**src/rtl/mips_mem_pkg.sv**
```systemverilog
// -----------------------------------------------------------------------------
// mips_mem_pkg
// Shared definitions for the memory access unit: the 4-bit access-type
// encoding, the access FSM state type, and small decode helpers used to
// classify a request and to build its byte-lane enable mask.
// -----------------------------------------------------------------------------
package mips_mem_pkg;

    // Access type encoding (codes 7 and 11..15 are illegal)
    localparam logic [3:0] OP_LB  = 4'd0;
    localparam logic [3:0] OP_LBU = 4'd1;
    localparam logic [3:0] OP_LH  = 4'd2;
    localparam logic [3:0] OP_LHU = 4'd3;
    localparam logic [3:0] OP_LW  = 4'd4;
    localparam logic [3:0] OP_LWL = 4'd5;
    localparam logic [3:0] OP_LWR = 4'd6;
    localparam logic [3:0] OP_SB  = 4'd8;
    localparam logic [3:0] OP_SH  = 4'd9;
    localparam logic [3:0] OP_SW  = 4'd10;

    typedef enum logic [1:0] {
        ST_IDLE   = 2'd0,
        ST_ACCESS = 2'd1,
        ST_DONE   = 2'd2
    } state_t;

    function automatic logic op_is_load(input logic [3:0] op);
        logic res;
        case (op)
            OP_LB, OP_LBU, OP_LH, OP_LHU, OP_LW, OP_LWL, OP_LWR: res = 1'b1;
            default:                                             res = 1'b0;
        endcase
        return res;
    endfunction

    function automatic logic op_is_store(input logic [3:0] op);
        logic res;
        case (op)
            OP_SB, OP_SH, OP_SW: res = 1'b1;
            default:             res = 1'b0;
        endcase
        return res;
    endfunction

    // Byte ops and the unaligned LWL/LWR pair can never be misaligned.
    function automatic logic op_misaligned(input logic [3:0] op, input logic [1:0] lane);
        logic res;
        case (op)
            OP_LH, OP_LHU, OP_SH: res = lane[0];
            OP_LW, OP_SW:         res = |lane;
            default:              res = 1'b0;
        endcase
        return res;
    endfunction

    // Bit k of the mask enables the byte at word address + k.
    function automatic logic [3:0] lane_enable(input logic [3:0] op, input logic [1:0] lane);
        logic [3:0] be;
        case (op)
            OP_LB, OP_LBU, OP_SB: be = 4'b0001 << lane;
            OP_LH, OP_LHU, OP_SH: be = lane[1] ? 4'b1100 : 4'b0011;
            OP_LW, OP_SW:         be = 4'b1111;
            OP_LWL:               be = 4'b1111 >> (2'd3 - lane);  // lanes 0..k
            OP_LWR:               be = 4'b1111 << lane;           // lanes k..3
            default:              be = 4'b0000;
        endcase
        return be;
    endfunction

endpackage

```
**src/rtl/load_align.sv**
```systemverilog
// -----------------------------------------------------------------------------
// load_align
// Combinational load result formatter. Picks the addressed byte/halfword out
// of the memory word and sign- or zero-extends it, passes whole words through,
// and builds the LWL/LWR merge of memory bytes with the old register value.
// Ports:
//   op       - captured access type
//   lane     - captured addr[1:0]
//   mem_word - word read from memory (little-endian lanes)
//   rt_word  - captured register value, merge source for LWL/LWR
//   result   - formatted load value
// -----------------------------------------------------------------------------
module load_align
    import mips_mem_pkg::*;
(
    input  logic [3:0]  op,
    input  logic [1:0]  lane,
    input  logic [31:0] mem_word,
    input  logic [31:0] rt_word,
    output logic [31:0] result
);

    logic [7:0]  mem_byte [4];
    logic [7:0]  sel_byte;
    logic [15:0] sel_half;
    logic [4:0]  lwl_shift;
    logic [4:0]  lwr_shift;

    genvar gi;
    generate
        for (gi = 0; gi < 4; gi++) begin : g_lane
            assign mem_byte[gi] = mem_word[8*gi +: 8];
        end
    endgenerate

    always_comb begin
        sel_byte  = mem_byte[lane];
        sel_half  = lane[1] ? mem_word[31:16] : mem_word[15:0];
        // LWL moves memory lanes 0..k up to the top of the register;
        // LWR moves lanes k..3 down to the bottom.
        lwl_shift = {2'd3 - lane, 3'b000};
        lwr_shift = {lane, 3'b000};
        case (op)
            OP_LB:   result = {{24{sel_byte[7]}}, sel_byte};
            OP_LBU:  result = {24'h0, sel_byte};
            OP_LH:   result = {{16{sel_half[15]}}, sel_half};
            OP_LHU:  result = {16'h0, sel_half};
            OP_LW:   result = mem_word;
            OP_LWL:  result = (mem_word << lwl_shift)
                            | (rt_word & ((32'h1 << lwl_shift) - 32'h1));
            OP_LWR:  result = (mem_word >> lwr_shift)
                            | (rt_word & ~(32'hFFFF_FFFF >> lwr_shift));
            default: result = 32'h0;
        endcase
    end

endmodule

```
**src/rtl/mem_access_unit.sv**
```systemverilog
// -----------------------------------------------------------------------------
// mem_access_unit
// Executes one byte/half/word/unaligned load or store per start strobe over a
// single 32-bit data port. Illegal ops and misaligned requests complete with
// addr_error in one cycle without touching memory.
// Ports:
//   clk, rst            - clock, asynchronous active-high reset
//   start, op, addr,    - request strobe and operands (sampled in IDLE)
//   rt_data
//   busy, done,         - status; done pulses one cycle, addr_error with done
//   addr_error
//   load_data           - load result, held until the next load completes
//   dp_address, writedata, byteenable, read_dp, write_dp - data-port request
//   dp_data             - memory read data (valid while read_dp high)
//   stall               - memory not ready, request held while high
// -----------------------------------------------------------------------------
module mem_access_unit
    import mips_mem_pkg::*;
(
    input  logic        clk,
    input  logic        rst,
    input  logic        start,
    input  logic [3:0]  op,
    input  logic [31:0] addr,
    input  logic [31:0] rt_data,
    output logic        busy,
    output logic        done,
    output logic [31:0] load_data,
    output logic        addr_error,
    output logic [31:0] dp_address,
    output logic [31:0] writedata,
    output logic [3:0]  byteenable,
    output logic        read_dp,
    output logic        write_dp,
    input  logic [31:0] dp_data,
    input  logic        stall
);

    state_t      state_reg;
    logic [3:0]  op_reg;
    logic [1:0]  lane_reg;
    logic [31:0] rt_reg;

    logic        req_load;
    logic        req_store;
    logic        req_error;
    logic [3:0]  req_be;
    logic [31:0] req_wd;
    logic [31:0] align_result;

    // Decode of the incoming request, used only on the accepting edge.
    always_comb begin
        req_load  = op_is_load(op);
        req_store = op_is_store(op);
        req_error = !(req_load || req_store) || op_misaligned(op, addr[1:0]);
        req_be    = lane_enable(op, addr[1:0]);
        case (op)
            OP_SB:   req_wd = {4{rt_data[7:0]}};
            OP_SH:   req_wd = {2{rt_data[15:0]}};
            OP_SW:   req_wd = rt_data;
            default: req_wd = 32'h0;
        endcase
    end

    load_align u_load_align (
        .op       (op_reg),
        .lane     (lane_reg),
        .mem_word (dp_data),
        .rt_word  (rt_reg),
        .result   (align_result)
    );

    always_ff @(posedge clk or posedge rst) begin
        if (rst) begin
            state_reg  <= ST_IDLE;
            op_reg     <= 4'h0;
            lane_reg   <= 2'b00;
            rt_reg     <= 32'h0;
            busy       <= 1'b0;
            done       <= 1'b0;
            addr_error <= 1'b0;
            load_data  <= 32'h0;
            dp_address <= 32'h0;
            writedata  <= 32'h0;
            byteenable <= 4'h0;
            read_dp    <= 1'b0;
            write_dp   <= 1'b0;
        end else begin
            case (state_reg)
                ST_IDLE: begin
                    if (start) begin
                        op_reg   <= op;
                        lane_reg <= addr[1:0];
                        rt_reg   <= rt_data;
                        busy     <= 1'b1;
                        if (req_error) begin
                            // Rejected request: straight to completion,
                            // the data port is never driven.
                            state_reg  <= ST_DONE;
                            done       <= 1'b1;
                            addr_error <= 1'b1;
                        end else begin
                            state_reg  <= ST_ACCESS;
                            dp_address <= {addr[31:2], 2'b00};
                            byteenable <= req_be;
                            writedata  <= req_wd;
                            read_dp    <= req_load;
                            write_dp   <= req_store;
                        end
                    end
                end
                ST_ACCESS: begin
                    if (!stall) begin
                        state_reg  <= ST_DONE;
                        done       <= 1'b1;
                        byteenable <= 4'h0;
                        writedata  <= 32'h0;
                        read_dp    <= 1'b0;
                        write_dp   <= 1'b0;
                        // read_dp doubles as the "this is a load" flag
                        if (read_dp) begin
                            load_data <= align_result;
                        end
                    end
                end
                ST_DONE: begin
                    state_reg  <= ST_IDLE;
                    busy       <= 1'b0;
                    done       <= 1'b0;
                    addr_error <= 1'b0;
                end
                default: state_reg <= ST_IDLE;
            endcase
        end
    end

endmodule

```
**config.mk**
```make
export PLATFORM = sky130hd
export DESIGN_NAME = mem_access_unit
export DESIGN_NICKNAME = d
export VERILOG_FILES = /design/src/rtl/mips_mem_pkg.sv /design/src/rtl/load_align.sv /design/src/rtl/mem_access_unit.sv
export SDC_FILE = /design/constraint.sdc
export NUM_CORES = 1
export LEC_CHECK = 0
export ABC_AREA = 1
export CAP_MARGIN = 20
export CORE_MARGIN = 2
export CORE_UTILIZATION = 25
export CTS_CLUSTER_SIZE = 28
export DETAILED_ROUTE_END_ITERATION = 7
export SLEW_MARGIN = 20
export SYNTH_ARGS = -nofsm -noshare
export SYNTH_HDL_FRONTEND = slang
export SYNTH_SLANG_ARGS = --single-unit
```
**constraint.sdc**
```tcl
create_clock -name clk -period 9.8 [get_ports clk]
set_input_delay 1.96 -clock clk [delete_from_list [all_inputs] [get_ports clk]]
set_output_delay 1.96 -clock clk [all_outputs]
set_load 0.005 [all_outputs]
```
==> run_results.csv <==
group,metric,value,unit
timing,slew_violations,0,
routing,dr.pass1.iters,5,
timing,hold-worst-slack,0.477,ns
layout,drive_gt1_share,4.54,%
timing,fin_skew,0.0138,ns
cts,clk_path_buf_depth,2,
min_path,hold_path_depth,2,
timing,fin_crit_sh,45.8,%
layout,post-route-util,34.7,%
synthesis,yosys.area_share.simple,38.7,%
routing,detail-route-antenna-nets,0,
synthesis,yosysUniqueCellTypes,28,
synthesis,yosys-top-cells-count,"nand2_1, dfrtp_1, nand3_1",
cts,postCtsSetupBuffers,0,
floorplanning,core_area,32600,sq um
routing,drt-initial-drc-count,962,
global_route,grt_max_degree,76,
critical_path,crit_top_cell,"nand2_1",
synthesis,synth_edf_count,0,
layout,syn2layout_area_growth,36.1,%
pwr,finalPower,3.29,mW
timing,relSlewSlack,29.7,%
global_route,grt_usage,18.2,%
synthesis,yosys-mux-area-fraction,0,%
synthesis,synthArstFlopShare,100,%
synthesis,yosys.area.top_type,"dfrtp_1",
critical_path,cp_slowest_cell,"nand2_1",
layout,fin_nets,1505,
job,max_cap_viol_count,0,
routing,drc,0,
critical_path,start_kind,"input pin",
status,status,"complete, no violations",
min_path,min_path_type,"reg2reg",
pwr,power.density,291,nW/um^2
timing,tns,0,ns
synthesis,yosys_warnings,0,
synthesis,synthXorXnorAreaFrac,0,%
synthesis,seq_area_frac_synth,43.1,%
place,dp.cells,1819,
timing,hold_viol,0,
place,place_ws,4.04,ns
synthesis,synth.top_cell.area_share,43.1,%
floorplanning,die_height,186,um
routing,avgViaCountPerCell,4.74,
synthesis,synthAdderAreaFrac,0.602,%
floorplanning,dieArea,34700,sq um
synthesis,synth_flop_cell,"dfrtp_1",
pwr,irDropWorstVdd,0.181,mV
critical_path,path_cells,"clkdlybuf4s50_1, inv_2, nor2_1, nand2_1, nand2_1, nand2_1, nand3_2, nor2_2, nand2_1, nand2_1, nand2_1",
place,io_buffer_count,206,
critical_path,crit_type,"in2reg",
routing,wl_met3,3.48,mm
floorplanning,rows,66,
timing,grt_setup_unrepaired,"no",
synthesis,ys_ff_latch,143,
place,dp_hpwl,23.0,mm
routing,wl_met1,14.4,mm
routing,wl,32.0,mm
routing,wl_per_cell,17.2,um
timing,layout_min_cycle_time,4.49,ns
cts,postCtsResizedCells,0,
cts,cts_tree,"built",
floorplanning,dieWidth,186,um
cts,clk_latency,0.44,ns
timing,setup-violations-final,0,
synthesis,synth.cell_area,8310,sq um
floorplanning,start_util,25.5,%
synthesis,syn_area_per_cell,6.75,sq um
cts,clkTransAtPathRegs,0.08,ns
timing,fmax,0.223,GHz
critical_path,path_max_fanout,30,
global_route,antenna_found_initial,4,
floorplanning,ios,209,
timing,worst_slew_pin_slew,1.05,ns
cts,cts_hold_buf,0,
global_route,first_global_vias,8408,
cts,clkSinkCount,143,
cts,htreeDepth,4,
synthesis,synth_compound_area_share,9.89,%
routing,maxUsedRoutingLayer,"met5",
pwr,p_leak,5.59,nW
critical_path,max_stage_delay,0.64,ns
routing,route.met2.wl,13.5,mm
layout,fin_cells,1854,
timing,worst_slack,5.31,ns
global_route,grt_overflow,0,
synthesis,syn_inst,1231,
cts,cts_buffers,17,
synthesis,synth.area.top_cells,"dfrtp_1, nand2_1, nand3_1, o21ai_0, nor2_1",
critical_path,setup.worst_path.end_class,"flop",
place,gp_congestion,0.879,
synthesis,synth_top_family_by_area,"simple AND/OR/NAND/NOR gates",
global_route,grt_pass1_wl,49.5,mm
layout,finalInstanceArea,11300,sq um
synthesis,yosysMostFrequentCell,"nand2_1",
place,place_area,10700,sq um
cts,cts-root-buf,"clkbuf_16",
critical_path,cp.required,10.12,ns
critical_path,worstRegToRegCells,13,
critical_path,cp.arrival,4.82,ns
routing,vias,8782,
## critical path, delay by kind of cell
kind	cells	cell delay [ns]
buffers and inverters	2	0.77
AND/OR/NAND/NOR	9	2.08
## cell families (layout without fill, tap and decap cells)
| logic type | Yosys count | after routing |
|---|---|---|
| and+or+nand+nor | 785 | 785 |
| buffers and inverters | 152 | 330 |
| AOI/OAI and AO/OA | 146 | 146 |
| DFF | 143 | 143 |
| adders and majority gates | 4 | 4 |
| other | 1 | 4 |
## per-layer routing
metal	vias up	track usage [%]
met5	-	0
met4	4	4.92
met3	42	6.49
met2	442	27.0
met1	3996	25.1
li1	4298	-
## power breakdown
part           switching [mW]  internal [mW]
Sequential              0.171          0.837
Clock                   0.306          0.392
Combinational           0.956          0.632
## cells in the final DEF, fill, tap and decap left out, types with 4 or more instances in the layout
cell type,n
nand2_1,552
clkdlybuf4s50_1,206
dfrtp_1,142
nand3_1,106
o21ai_0,76
nor2_1,74
inv_1,72
nand4_1,37
a21oi_1,27
o211ai_1,21
clkbuf_16,17
o21ai_1,11
buf_4,10
inv_2,8
inv_8,8
nor3_1,6
nor2_2,4
inv_6,4
o32ai_1,4
a32oi_1,4
ha_1,4
## final timing paths
kind                                from              to  slack, ns
max in group asynchronous            rst     lane_reg[1]       6.39
min in group asynchronous            rst       rt_reg[2]       2.04
min reg2reg                dp_address[5]   dp_address[5]       0.48
max                                op[1]  dp_address[25]       5.31
min                        dp_address[5]   dp_address[5]       0.48
max reg2reg                  lane_reg[1]   load_data[25]       6.10
## layout make-up
| cell class | instances | area, sq um |
|---|---|---|
| fillers | 3503 | 21300 |
| multi-input cells | 937 | 4100 |
| flip-flops and latches | 143 | 3580 |
| repair buffers | 217 | 2150 |
| well taps | 442 | 553 |
| clock buffers | 17 | 425 |
| inverters | 81 | 309 |
| clock inverters | 15 | 190 |
| diodes | 2 | 5.00 |
Note: power is estimated with default switching activity, not from simulation.
